<file path="config.mk">
export PLATFORM = sky130hd
export DESIGN_NAME = multicycle_controller
export DESIGN_NICKNAME = d
export VERILOG_FILES = /design/src/rtl/mips_mc_pkg.sv /design/src/rtl/mc_aludec.sv /design/src/rtl/multicycle_controller.sv
export SDC_FILE = /design/constraint.sdc
export NUM_CORES = 1
export LEC_CHECK = 0
export CORE_MARGIN = 4
export CORE_UTILIZATION = 39
export CTS_CLUSTER_DIAMETER = 80
export CTS_CLUSTER_SIZE = 16
export DETAILED_ROUTE_END_ITERATION = 10
export GPL_ROUTABILITY_DRIVEN = 0
export PLACE_DENSITY = 0.77
export SLEW_MARGIN = 30
export SYNTH_ARGS = -nofsm -noshare
export SYNTH_HDL_FRONTEND = slang
export SYNTH_SLANG_ARGS = --single-unit
</file>
<file path="constraint.sdc">
create_clock -name clk -period 2.6 [get_ports clk]
set_input_delay 0.52 -clock clk [delete_from_list [all_inputs] [get_ports clk]]
set_output_delay 0.52 -clock clk [all_outputs]
set_load 0.1 [all_outputs]
</file>
<file path="src/rtl/mips_mc_pkg.sv">
// Shared definitions for the multicycle MIPS controller: state encoding, opcode/funct
// values, ALU control codes and datapath mux select codes.
package mips_mc_pkg;

    typedef enum logic [3:0] {
        S_FETCH  = 4'd0,
        S_DECODE = 4'd1,
        S_MEMADR = 4'd2,
        S_MEMRD  = 4'd3,
        S_MEMWB  = 4'd4,
        S_MEMWR  = 4'd5,
        S_EXEC   = 4'd6,
        S_ALUWB  = 4'd7,
        S_BRANCH = 4'd8,
        S_ADDIEX = 4'd9,
        S_ADDIWB = 4'd10,
        S_JUMP   = 4'd11
    } state_t;

    localparam logic [5:0] OP_RTYPE = 6'b000000;
    localparam logic [5:0] OP_LW    = 6'b100011;
    localparam logic [5:0] OP_SW    = 6'b101011;
    localparam logic [5:0] OP_LB    = 6'b100000;
    localparam logic [5:0] OP_SB    = 6'b101000;
    localparam logic [5:0] OP_BEQ   = 6'b000100;
    localparam logic [5:0] OP_ADDI  = 6'b001000;
    localparam logic [5:0] OP_J     = 6'b000010;

    localparam logic [5:0] FN_ADD = 6'b100000;
    localparam logic [5:0] FN_SUB = 6'b100010;
    localparam logic [5:0] FN_AND = 6'b100100;
    localparam logic [5:0] FN_OR  = 6'b100101;
    localparam logic [5:0] FN_SLT = 6'b101010;

    localparam logic [2:0] ALU_ADD = 3'b010;
    localparam logic [2:0] ALU_SUB = 3'b110;
    localparam logic [2:0] ALU_AND = 3'b000;
    localparam logic [2:0] ALU_OR  = 3'b001;
    localparam logic [2:0] ALU_SLT = 3'b111;

    localparam logic [1:0] ALUOP_ADD   = 2'b00;
    localparam logic [1:0] ALUOP_SUB   = 2'b01;
    localparam logic [1:0] ALUOP_FUNCT = 2'b10;

    localparam logic [1:0] SRCB_RT    = 2'b00;
    localparam logic [1:0] SRCB_FOUR  = 2'b01;
    localparam logic [1:0] SRCB_IMM   = 2'b10;
    localparam logic [1:0] SRCB_IMMSH = 2'b11;

    localparam logic [1:0] PCSRC_ALU    = 2'b00;
    localparam logic [1:0] PCSRC_ALUOUT = 2'b01;
    localparam logic [1:0] PCSRC_JUMP   = 2'b10;

    function automatic logic is_byte_op(input logic [5:0] op);
        return (op == OP_LB) || (op == OP_SB);
    endfunction

endpackage

</file>
<file path="src/rtl/mc_aludec.sv">
// ALU decoder: the FSM picks add/sub directly or defers to the R-type funct field.
module mc_aludec
    import mips_mc_pkg::*;
(
    input  logic [5:0] funct_i,
    input  logic [1:0] aluop_i,
    output logic [2:0] alucontrol_o
);

    always_comb begin
        alucontrol_o = ALU_ADD;
        case (aluop_i)
            ALUOP_SUB: alucontrol_o = ALU_SUB;
            ALUOP_FUNCT: begin
                case (funct_i)
                    FN_SUB:  alucontrol_o = ALU_SUB;
                    FN_AND:  alucontrol_o = ALU_AND;
                    FN_OR:   alucontrol_o = ALU_OR;
                    FN_SLT:  alucontrol_o = ALU_SLT;
                    default: alucontrol_o = ALU_ADD;
                endcase
            end
            default: alucontrol_o = ALU_ADD;
        endcase
    end

endmodule

</file>
<file path="src/rtl/multicycle_controller.sv">
// Moore sequencer for the multicycle MIPS datapath; outputs decode from the current state,
// gated by mem_ready where an access may stall and by zero for the branch PC update.
module multicycle_controller
    import mips_mc_pkg::*;
#(
    parameter bit STALL_EN = 1'b1
) (
    input  logic       clk,
    input  logic       reset,
    input  logic [5:0] op,
    input  logic [5:0] funct,
    input  logic       zero,
    input  logic       mem_ready,
    output logic       pcen,
    output logic       irwrite,
    output logic       memwrite,
    output logic       byte_enable,
    output logic       iord,
    output logic       regwrite,
    output logic       regdst,
    output logic       memtoreg,
    output logic       alusrca,
    output logic [1:0] alusrcb,
    output logic [1:0] pcsrc,
    output logic [2:0] alucontrol,
    output logic       instr_done,
    output logic [3:0] state_o
);

    state_t     state_q, state_d;
    logic       mem_rdy;
    logic       pcwrite, branch, mem_state;
    logic       irwrite_d, memwrite_d, regwrite_d, done_d;
    logic [1:0] aluop;

    assign mem_rdy = STALL_EN ? mem_ready : 1'b1;

    always_comb begin
        state_d    = state_q;
        pcwrite    = 1'b0;
        branch     = 1'b0;
        irwrite_d  = 1'b0;
        memwrite_d = 1'b0;
        regwrite_d = 1'b0;
        done_d     = 1'b0;
        mem_state  = 1'b0;
        iord       = 1'b0;
        regdst     = 1'b0;
        memtoreg   = 1'b0;
        alusrca    = 1'b0;
        alusrcb    = SRCB_RT;
        pcsrc      = PCSRC_ALU;
        aluop      = ALUOP_ADD;
        case (state_q)
            S_FETCH: begin
                alusrcb   = SRCB_FOUR;
                irwrite_d = mem_rdy;
                pcwrite   = mem_rdy;
                if (mem_rdy) state_d = S_DECODE;
            end
            S_DECODE: begin
                alusrcb = SRCB_IMMSH;
                case (op)
                    OP_LW, OP_LB, OP_SW, OP_SB: state_d = S_MEMADR;
                    OP_RTYPE: state_d = S_EXEC;
                    OP_BEQ:   state_d = S_BRANCH;
                    OP_ADDI:  state_d = S_ADDIEX;
                    OP_J:     state_d = S_JUMP;
                    default: begin
                        // Unrecognised opcodes retire here as a NOP.
                        state_d = S_FETCH;
                        done_d  = 1'b1;
                    end
                endcase
            end
            S_MEMADR: begin
                alusrca   = 1'b1;
                alusrcb   = SRCB_IMM;
                mem_state = 1'b1;
                state_d   = ((op == OP_LW) || (op == OP_LB)) ? S_MEMRD : S_MEMWR;
            end
            S_MEMRD: begin
                iord      = 1'b1;
                mem_state = 1'b1;
                if (mem_rdy) state_d = S_MEMWB;
            end
            S_MEMWB: begin
                memtoreg   = 1'b1;
                regwrite_d = 1'b1;
                done_d     = 1'b1;
                mem_state  = 1'b1;
                state_d    = S_FETCH;
            end
            S_MEMWR: begin
                iord       = 1'b1;
                memwrite_d = 1'b1;
                mem_state  = 1'b1;
                if (mem_rdy) begin
                    done_d  = 1'b1;
                    state_d = S_FETCH;
                end
            end
            S_EXEC: begin
                alusrca = 1'b1;
                aluop   = ALUOP_FUNCT;
                state_d = S_ALUWB;
            end
            S_ALUWB: begin
                regdst     = 1'b1;
                regwrite_d = 1'b1;
                done_d     = 1'b1;
                state_d    = S_FETCH;
            end
            S_BRANCH: begin
                alusrca = 1'b1;
                aluop   = ALUOP_SUB;
                pcsrc   = PCSRC_ALUOUT;
                branch  = 1'b1;
                done_d  = 1'b1;
                state_d = S_FETCH;
            end
            S_ADDIEX: begin
                alusrca = 1'b1;
                alusrcb = SRCB_IMM;
                state_d = S_ADDIWB;
            end
            S_ADDIWB: begin
                regwrite_d = 1'b1;
                done_d     = 1'b1;
                state_d    = S_FETCH;
            end
            S_JUMP: begin
                pcsrc   = PCSRC_JUMP;
                pcwrite = 1'b1;
                done_d  = 1'b1;
                state_d = S_FETCH;
            end
            default: state_d = S_FETCH;
        endcase
    end

    // Reset masks every enable combinationally so a held reset never leaks a write.
    assign pcen        = reset & (pcwrite | (branch & zero));
    assign irwrite     = reset & irwrite_d;
    assign memwrite    = reset & memwrite_d;
    assign regwrite    = reset & regwrite_d;
    assign instr_done  = reset & done_d;
    assign byte_enable = reset & mem_state & is_byte_op(op);
    assign state_o     = state_q;

    mc_aludec u_aludec (
        .funct_i      (funct),
        .aluop_i      (aluop),
        .alucontrol_o (alucontrol)
    );

    always_ff @(posedge clk or negedge reset) begin
        if (!reset) state_q <= S_FETCH;
        else        state_q <= state_d;
    end

endmodule

</file>
==> reports/metrics.yaml, run 1 <==
hold_slack_ns: 0.643
n_fill_cell: 75
dieArea_um2: 2620
post_synth_instance_area_um2: 727
depth_of_the_most_critical_reg_to_reg_path: 4
timing.max_slew.rel_slack_pct: 68.6
crit_path_dat_ns: 2.04
ant_nets: 0
detail_route.first_pass.iterations: 4
cap_viol_max_count: 0
outcome: "finished clean"
yosysTopAreaCellShare_pct: 13.8
floorplan.die.height_um: 51.2
synth.distinct_cells: 41
power.density_nw_per_um2: 475
layout-drive-gt1-share_pct: 54.9
initial_antenna_violation_count: 0
syn_avg_cell_area_um2: 7.20
final_hold_viol_count: 0
startpoint_type: "input pin"
synth_fp_nets: 119
largest_register_ffs: 4
ir_drop_mv: 0.578
synthToLayoutAreaGrowth_pct: 118
worst_clock_skew_ns: 0.0157
syn-instance-count: 101
ys_top_cells_by_area: "sky130_fd_sc_hd__dfrtp_1, sky130_fd_sc_hd__nor2_1, sky130_fd_sc_hd__nand2b_1"
initial_core_util_pct: 41.6
path_class: "in2out"
timing_max_transition_violations_final: 0
first_global_vias: 1085
path_cells: "clkdlybuf4s50_1 > or3b_2 > a2bb2oi_1 > nor2_4 > buf_12"
dpl_worst_slack_ns: -0.224
dpl-instance-area_um2: 1480
cts_max_level: 1
grt.total_usage_pct: 25.0
floorplan.die.width_um: 51.2
fp-row-count: 15
clock_root_buffer: "sky130_fd_sc_hd__clkbuf_4"
cp.required_ns: 2.08
netlist.top_cell.by_area: "sky130_fd_sc_hd__dfrtp_1"
critical_r2r_launch: "state_o[2]"
insertedDiodeCount: 0
capture_instance_of_the_worst_register_to_register_path: "state_o[0]"
clk-insertion-delay-late_ns: 0.26
worst_setup_hold_path_clk_slew_ns: 0.05
coreArea_um2: 1750
finish.instance_area_um2: 1590
max-clock-path-buffers: 2
ys.flop_type: "sky130_fd_sc_hd__dfrtp_1"
period_share_pct: 98.5
clock_tree_from_tritoncts: "done"
cts-buffers-inserted: 3
worst_slew_pin_slew_ns: 0.467
minimum_setup_slack_among_reg_to_reg_paths_ns: 0.84
synth.ff_latch_count: 4
dp_hpwl_um: 2170
yosys_warnings: 0
aggregate_global_routing_overflow: 0
dp_cells: 165
power.total_mw: 0.754
postLayoutCoreUtil_pct: 90.8
timing.critical_path.fanout_max: 2
setup-tns-final_ns: 0
synth_enable_flop_cells: 0
cpMaxStageDelayCell: "sky130_fd_sc_hd__or3b_2"
detail_route.wirelength_um: 3520
first_iter_violations: 59
finalNonFillerCells: 178
peak_clock_frequency_supported_by_timing_mhz: 391
finalNetCount: 173
io-pin-count: 37
synthArstFlopShare_pct: 100
drt-wirelength-per-cell_um: 19.8
postLayoutSetupSlackWorst_ns: 0.0396
finalWorstPathRequiredPeriod_ns: 2.56
synth.yosys.seq_area_share_pct: 13.8
grt_pass1_wl_um: 5020
maximum_number_of_pins_on_one_net_before_global_route_repair: 15
dr_total_vias: 1100
cts.sink_count: 4
vias_per_cell: 6.18
timing.critical_path.to_type: "output pin"
placement.io_buffers: 36
crit_path_max_incr_delay_ns: 0.50
setup_violations: 0
drc: 0
power.static_leakage_nw: 0.617
hold_path.class: "in2async"
per-layer routing:
metal	routed length, um	global-route usage (%)
met4	158	7.62
met1	1170	25.6
met5	0	0
met2	1810	48.3
met3	373	6.71
placed cells by master (no fill, tap or decap), types with 2 or more instances in the layout:
| master | n |
|---|---|
| sky130_fd_sc_hd__nand2b_4 | 4 |
| sky130_fd_sc_hd__o21ai_0 | 2 |
| sky130_fd_sc_hd__nand3b_1 | 2 |
| sky130_fd_sc_hd__nor4_1 | 3 |
| sky130_fd_sc_hd__nor3_1 | 4 |
| sky130_fd_sc_hd__buf_12 | 15 |
| sky130_fd_sc_hd__clkbuf_2 | 2 |
| sky130_fd_sc_hd__xor2_1 | 2 |
| sky130_fd_sc_hd__mux2_2 | 2 |
| sky130_fd_sc_hd__nor3_4 | 2 |
| sky130_fd_sc_hd__nand3_1 | 3 |
| sky130_fd_sc_hd__nor2b_1 | 2 |
| sky130_fd_sc_hd__nand4_1 | 2 |
| sky130_fd_sc_hd__nor2b_4 | 3 |
| sky130_fd_sc_hd__inv_1 | 4 |
| sky130_fd_sc_hd__nand2b_1 | 2 |
| sky130_fd_sc_hd__nor2_4 | 2 |
| sky130_fd_sc_hd__clkbuf_4 | 3 |
| sky130_fd_sc_hd__buf_4 | 25 |
| sky130_fd_sc_hd__dfrtp_4 | 4 |
| sky130_fd_sc_hd__nor2_2 | 3 |
| sky130_fd_sc_hd__a21oi_1 | 2 |
| sky130_fd_sc_hd__clkdlybuf4s50_1 | 11 |
| sky130_fd_sc_hd__ha_4 | 2 |
| sky130_fd_sc_hd__nor2_1 | 7 |
| sky130_fd_sc_hd__nand2_1 | 6 |
where the power goes:
part           internal, mW  leakage [nW]  switching, mW
logic                 0.206         0.557          0.370
registers            0.0743        0.0467         0.0160
clock network        0.0523        0.0138         0.0351
total                 0.333         0.617          0.421
synthesized netlist by cell type (all sizes together), types with 2 or more instances:
library cell and count:
inv 6, o21ai 3, a21oi 2, nor2 12, nor2b 5, nand2 6, nor4 4, clkbuf 4
nor3b 2, or3b 3, xor2 2, buf 3, mux2 2, nand3 3, nand4 2, o311ai 2
nand2b 6, nor3 7, o22ai 3, o31ai 3, ha 2, nand3b 2, dfrtp 4
worst max-delay path by stage:
stage	endpoint	slack (ns)	from	depth (start not counted)
after floorplan	byte_enable	-0.16	state_o[2]	3
after global placement	instr_done	-0.18	op[1]	6
after detailed placement	instr_done	-0.22	op[1]	6
after CTS	instr_done	0.02	op[3]	6
after global routing	alucontrol[1]	-0.04	funct[2]	5
final	alucontrol[0]	0.04	funct[1]	5
timing repair:
action	in CTS	in global routing
hold buffers	0	0
endpoints found under the hold margin	0	0
buffers inserted	4	6
pin swaps	5	4
setup endpoints to repair	2	3
resized for setup	9	3
cell type report:
| type | count | area (um2) | share of cell area, % |
|---|---|---|---|
| Clock buffer | 3 | 22.5 | 1.42 |
| Timing Repair Buffer | 56 | 638 | 40.3 |
| Inverter | 6 | 26.3 | 1.66 |
| Tap cell | 25 | 31.3 | 1.97 |
| Sequential cell | 4 | 115 | 7.26 |
| Multi-Input combinational cell | 84 | 752 | 47.4 |
cell families after synthesis:
kind of cell / count (synthesis) / share of synthesized area, %
flip-flops: 4 / 13.8
adder cells (fa/ha/maj): 2 / 3.44
AND/OR/NAND/NOR: 55 / 43.4
XOR/XNOR: 3 / 3.62
multiplexers: 3 / 4.47
buffers and inverters: 13 / 9.81
AO/OA/AOI/OAI: 21 / 21.5
worst max-delay path: cells and delay by family:
kind,cells,cell delay (ns)
AO/OA/AOI/OAI,1,0.18
AND/OR/NAND/NOR,2,0.65
buffers and inverters,2,0.67
Note: power is estimated with default switching activity, not from simulation.
==> run 2: changes to the inputs <==
--- a/config.mk
+++ b/config.mk
@@ -11,8 +11,9 @@
 export CTS_CLUSTER_SIZE = 16
 export DETAILED_ROUTE_END_ITERATION = 10
 export GPL_ROUTABILITY_DRIVEN = 0
+export GPL_TIMING_DRIVEN = 1
 export PLACE_DENSITY = 0.77
-export SLEW_MARGIN = 30
+export SLEW_MARGIN = 10
 export SYNTH_ARGS = -nofsm -noshare
 export SYNTH_HDL_FRONTEND = slang
 export SYNTH_SLANG_ARGS = --single-unit
==> constraint.sdc (replaced) <==
create_clock -name clk -period 2.6 [get_ports clk]
set_input_delay 0.26 -clock clk [delete_from_list [all_inputs] [get_ports clk]]
set_output_delay 0.26 -clock clk [all_outputs]
set_load 0.1 [all_outputs]
==> run 2 against run 1 <==
Die area unchanged. Core utilization shrank 15 points. First-iteration DRC count shrank 59%. Register-to-register slack improved by 0.20 ns. Maximum frequency increased by 4.2%. Clock power is 7.4% lower. Critical path depth is 2 higher. Final cell count decreased by 7.3%. Sequential power is 8.7% higher. Power decreased by 15%.
==> reports/metrics.yaml, run 2 (synthesis results as in run 1) <==
ant_nets: 0
clock_root_buffer: "sky130_fd_sc_hd__clkbuf_4"
power_switching_share_pct: 57.9
dieArea_um2: 2620
detail_route.first_pass.iterations: 4
depth_of_the_most_critical_reg_to_reg_path: 4
worst_clock_skew_ns: 0.00403
final_common_cell: "sky130_fd_sc_hd__buf_4"
dr_total_vias: 926
dpl-instance-area_um2: 1300
rsz_0062_raised_after_global_routing: "false"
timing.max_slew.rel_slack_pct: 66.2
worst_setup_hold_path_clk_slew_ns: 0.04
maximum_number_of_pins_on_one_net_before_global_route_repair: 15
initial_core_util_pct: 41.6
combPwrFrac_pct: 72.0
fp-row-count: 15
vias_per_cell: 5.61
floorplan.die.width_um: 51.2
worst_slew_pin_slew_ns: 0.502
aggregate_global_routing_overflow: 0
largest_register_ffs: 4
postLayoutSetupSlackWorst_ns: 0.142
dpl_worst_slack_ns: 0.312
coreArea_um2: 1750
hold_slack_ns: 0.428
ir_drop_mv: 0.553
max-clock-path-buffers: 2
power.total_mw: 0.640
initial_antenna_violation_count: 0
cp.required_ns: 2.34
dp_hpwl_um: 1930
synthToLayoutAreaGrowth_pct: 82.4
seq_power_share_pct: 15.3
capture_instance_of_the_worst_register_to_register_path: "state_o[1]"
cts_hold_buf: 0
setup_violations: 0
crit_path_dat_ns: 2.20
timing_max_transition_violations_final: 0
path_class: "reg2out"
clk-insertion-delay-late_ns: 0.24
switching_power_mw: 0.371
critical_r2r_launch: "state_o[0]"
layout_common_cells: "sky130_fd_sc_hd__buf_4, sky130_fd_sc_hd__clkdlybuf4s50_1, sky130_fd_sc_hd__nor2_1, sky130_fd_sc_hd__buf_12"
timing.critical_path.fanout_max: 14
timing.critical_path.to_type: "output pin"
internal-power_mw: 0.269
drt-wirelength-per-cell_um: 14.1
clock_tree_from_tritoncts: "done"
minimum_setup_slack_among_reg_to_reg_paths_ns: 1.04
first_global_vias: 884
detail_route.wirelength_um: 2330
placement.io_buffers: 36
final_hold_viol_count: 0
startpoint_type: "flip-flop"
layout-drive-gt1-share_pct: 41.4
post_cts_resize_count: 0
io-pin-count: 37
cap_viol_max_count: 0
clkPwrFrac_pct: 12.6
cts_max_level: 1
postLayoutCoreUtil_pct: 76.0
postCtsSetupBuffers: 0
finish.instance_area_um2: 1330
floorplan.die.height_um: 51.2
finalWorstPathRequiredPeriod_ns: 2.46
first_iter_violations: 24
period_share_pct: 94.6
finalNetCount: 160
cts.sink_count: 4
peak_clock_frequency_supported_by_timing_mhz: 407
grt.total_usage_pct: 19.7
hold_path.class: "in2async"
grt_pass1_wl_um: 3880
power.static_leakage_nw: 0.492
drc: 0
power.density_nw_per_um2: 483
cts-buffers-inserted: 3
insertedDiodeCount: 0
outcome: "finished clean"
## run 2: cell count changes in the layout (fill, tap and decap cells not counted), sizes merged
cell | before | now
buf | 41 | 28
clkdlybuf4s50 | 11 | 15
clkbuf | 5 | 3
clkdlybuf4s15 | 1 | 0
dlygate4sd2 | 1 | 0
## run 2: power groups by stage
stage | combinational (mW) | sequential, mW | clock [mW]
after global placement | 0.456 | 0.0965 | 0
after global routing | 0.483 | 0.100 | 0.0871
final | 0.461 | 0.0982 | 0.0809
after floorplan | 0.303 | 0.134 | 0
after CTS | 0.461 | 0.0957 | 0.0832
after detailed placement | 0.460 | 0.0966 | 0
## run 2: critical path: stages, from the launching register on
cell	delay, ns
sky130_fd_sc_hd__dfrtp_4	0.55
sky130_fd_sc_hd__nor2b_4	0.17
sky130_fd_sc_hd__nand2b_1	0.18
sky130_fd_sc_hd__inv_1	0.07
sky130_fd_sc_hd__ha_1	0.33
sky130_fd_sc_hd__nand3b_1	0.28
sky130_fd_sc_hd__o22ai_4	0.18
sky130_fd_sc_hd__buf_12	0.20
## run 2: per-layer routing
layer | vias to the layer above | track usage [%] | share of wire, %
li1 | 458 | - | -
met3 | 4 | 4.37 | 7.4
met4 | 0 | 8.07 | 1.4
met2 | 44 | 35.4 | 52
met5 | - | 0 | 0
met1 | 420 | 22.2 | 39
## run 2: worst max path at each step
stage	start	endpoint	slack (ns)
floorplan	state_o[2]	byte_enable	-0.02
global placement	op[1]	instr_done	0.34
detailed placement	op[1]	instr_done	0.31
CTS	state_o[1]	alucontrol[2]	0.08
global route	state_o[2]	alucontrol[2]	0.03
finish	state_o[1]	alucontrol[2]	0.14
## run 2: metrics by stage
| step | TNS [ns] | instances |
|---|---|---|
| floorplan | -0.0165 | 101 |
| global placement | 0 | 162 |
| detailed placement | 0 | 162 |
| CTS | 0 | 165 |
| global route | 0 | 165 |
| finish | 0 | 165 |
## run 2: final cells by class
class,count,area [um2]
flip-flops and latches,4,115
repair buffers,43,460
inverters,6,26.3
well taps,25,31.3
fillers,133,419
multi-input cells,84,671
clock buffers,3,22.5
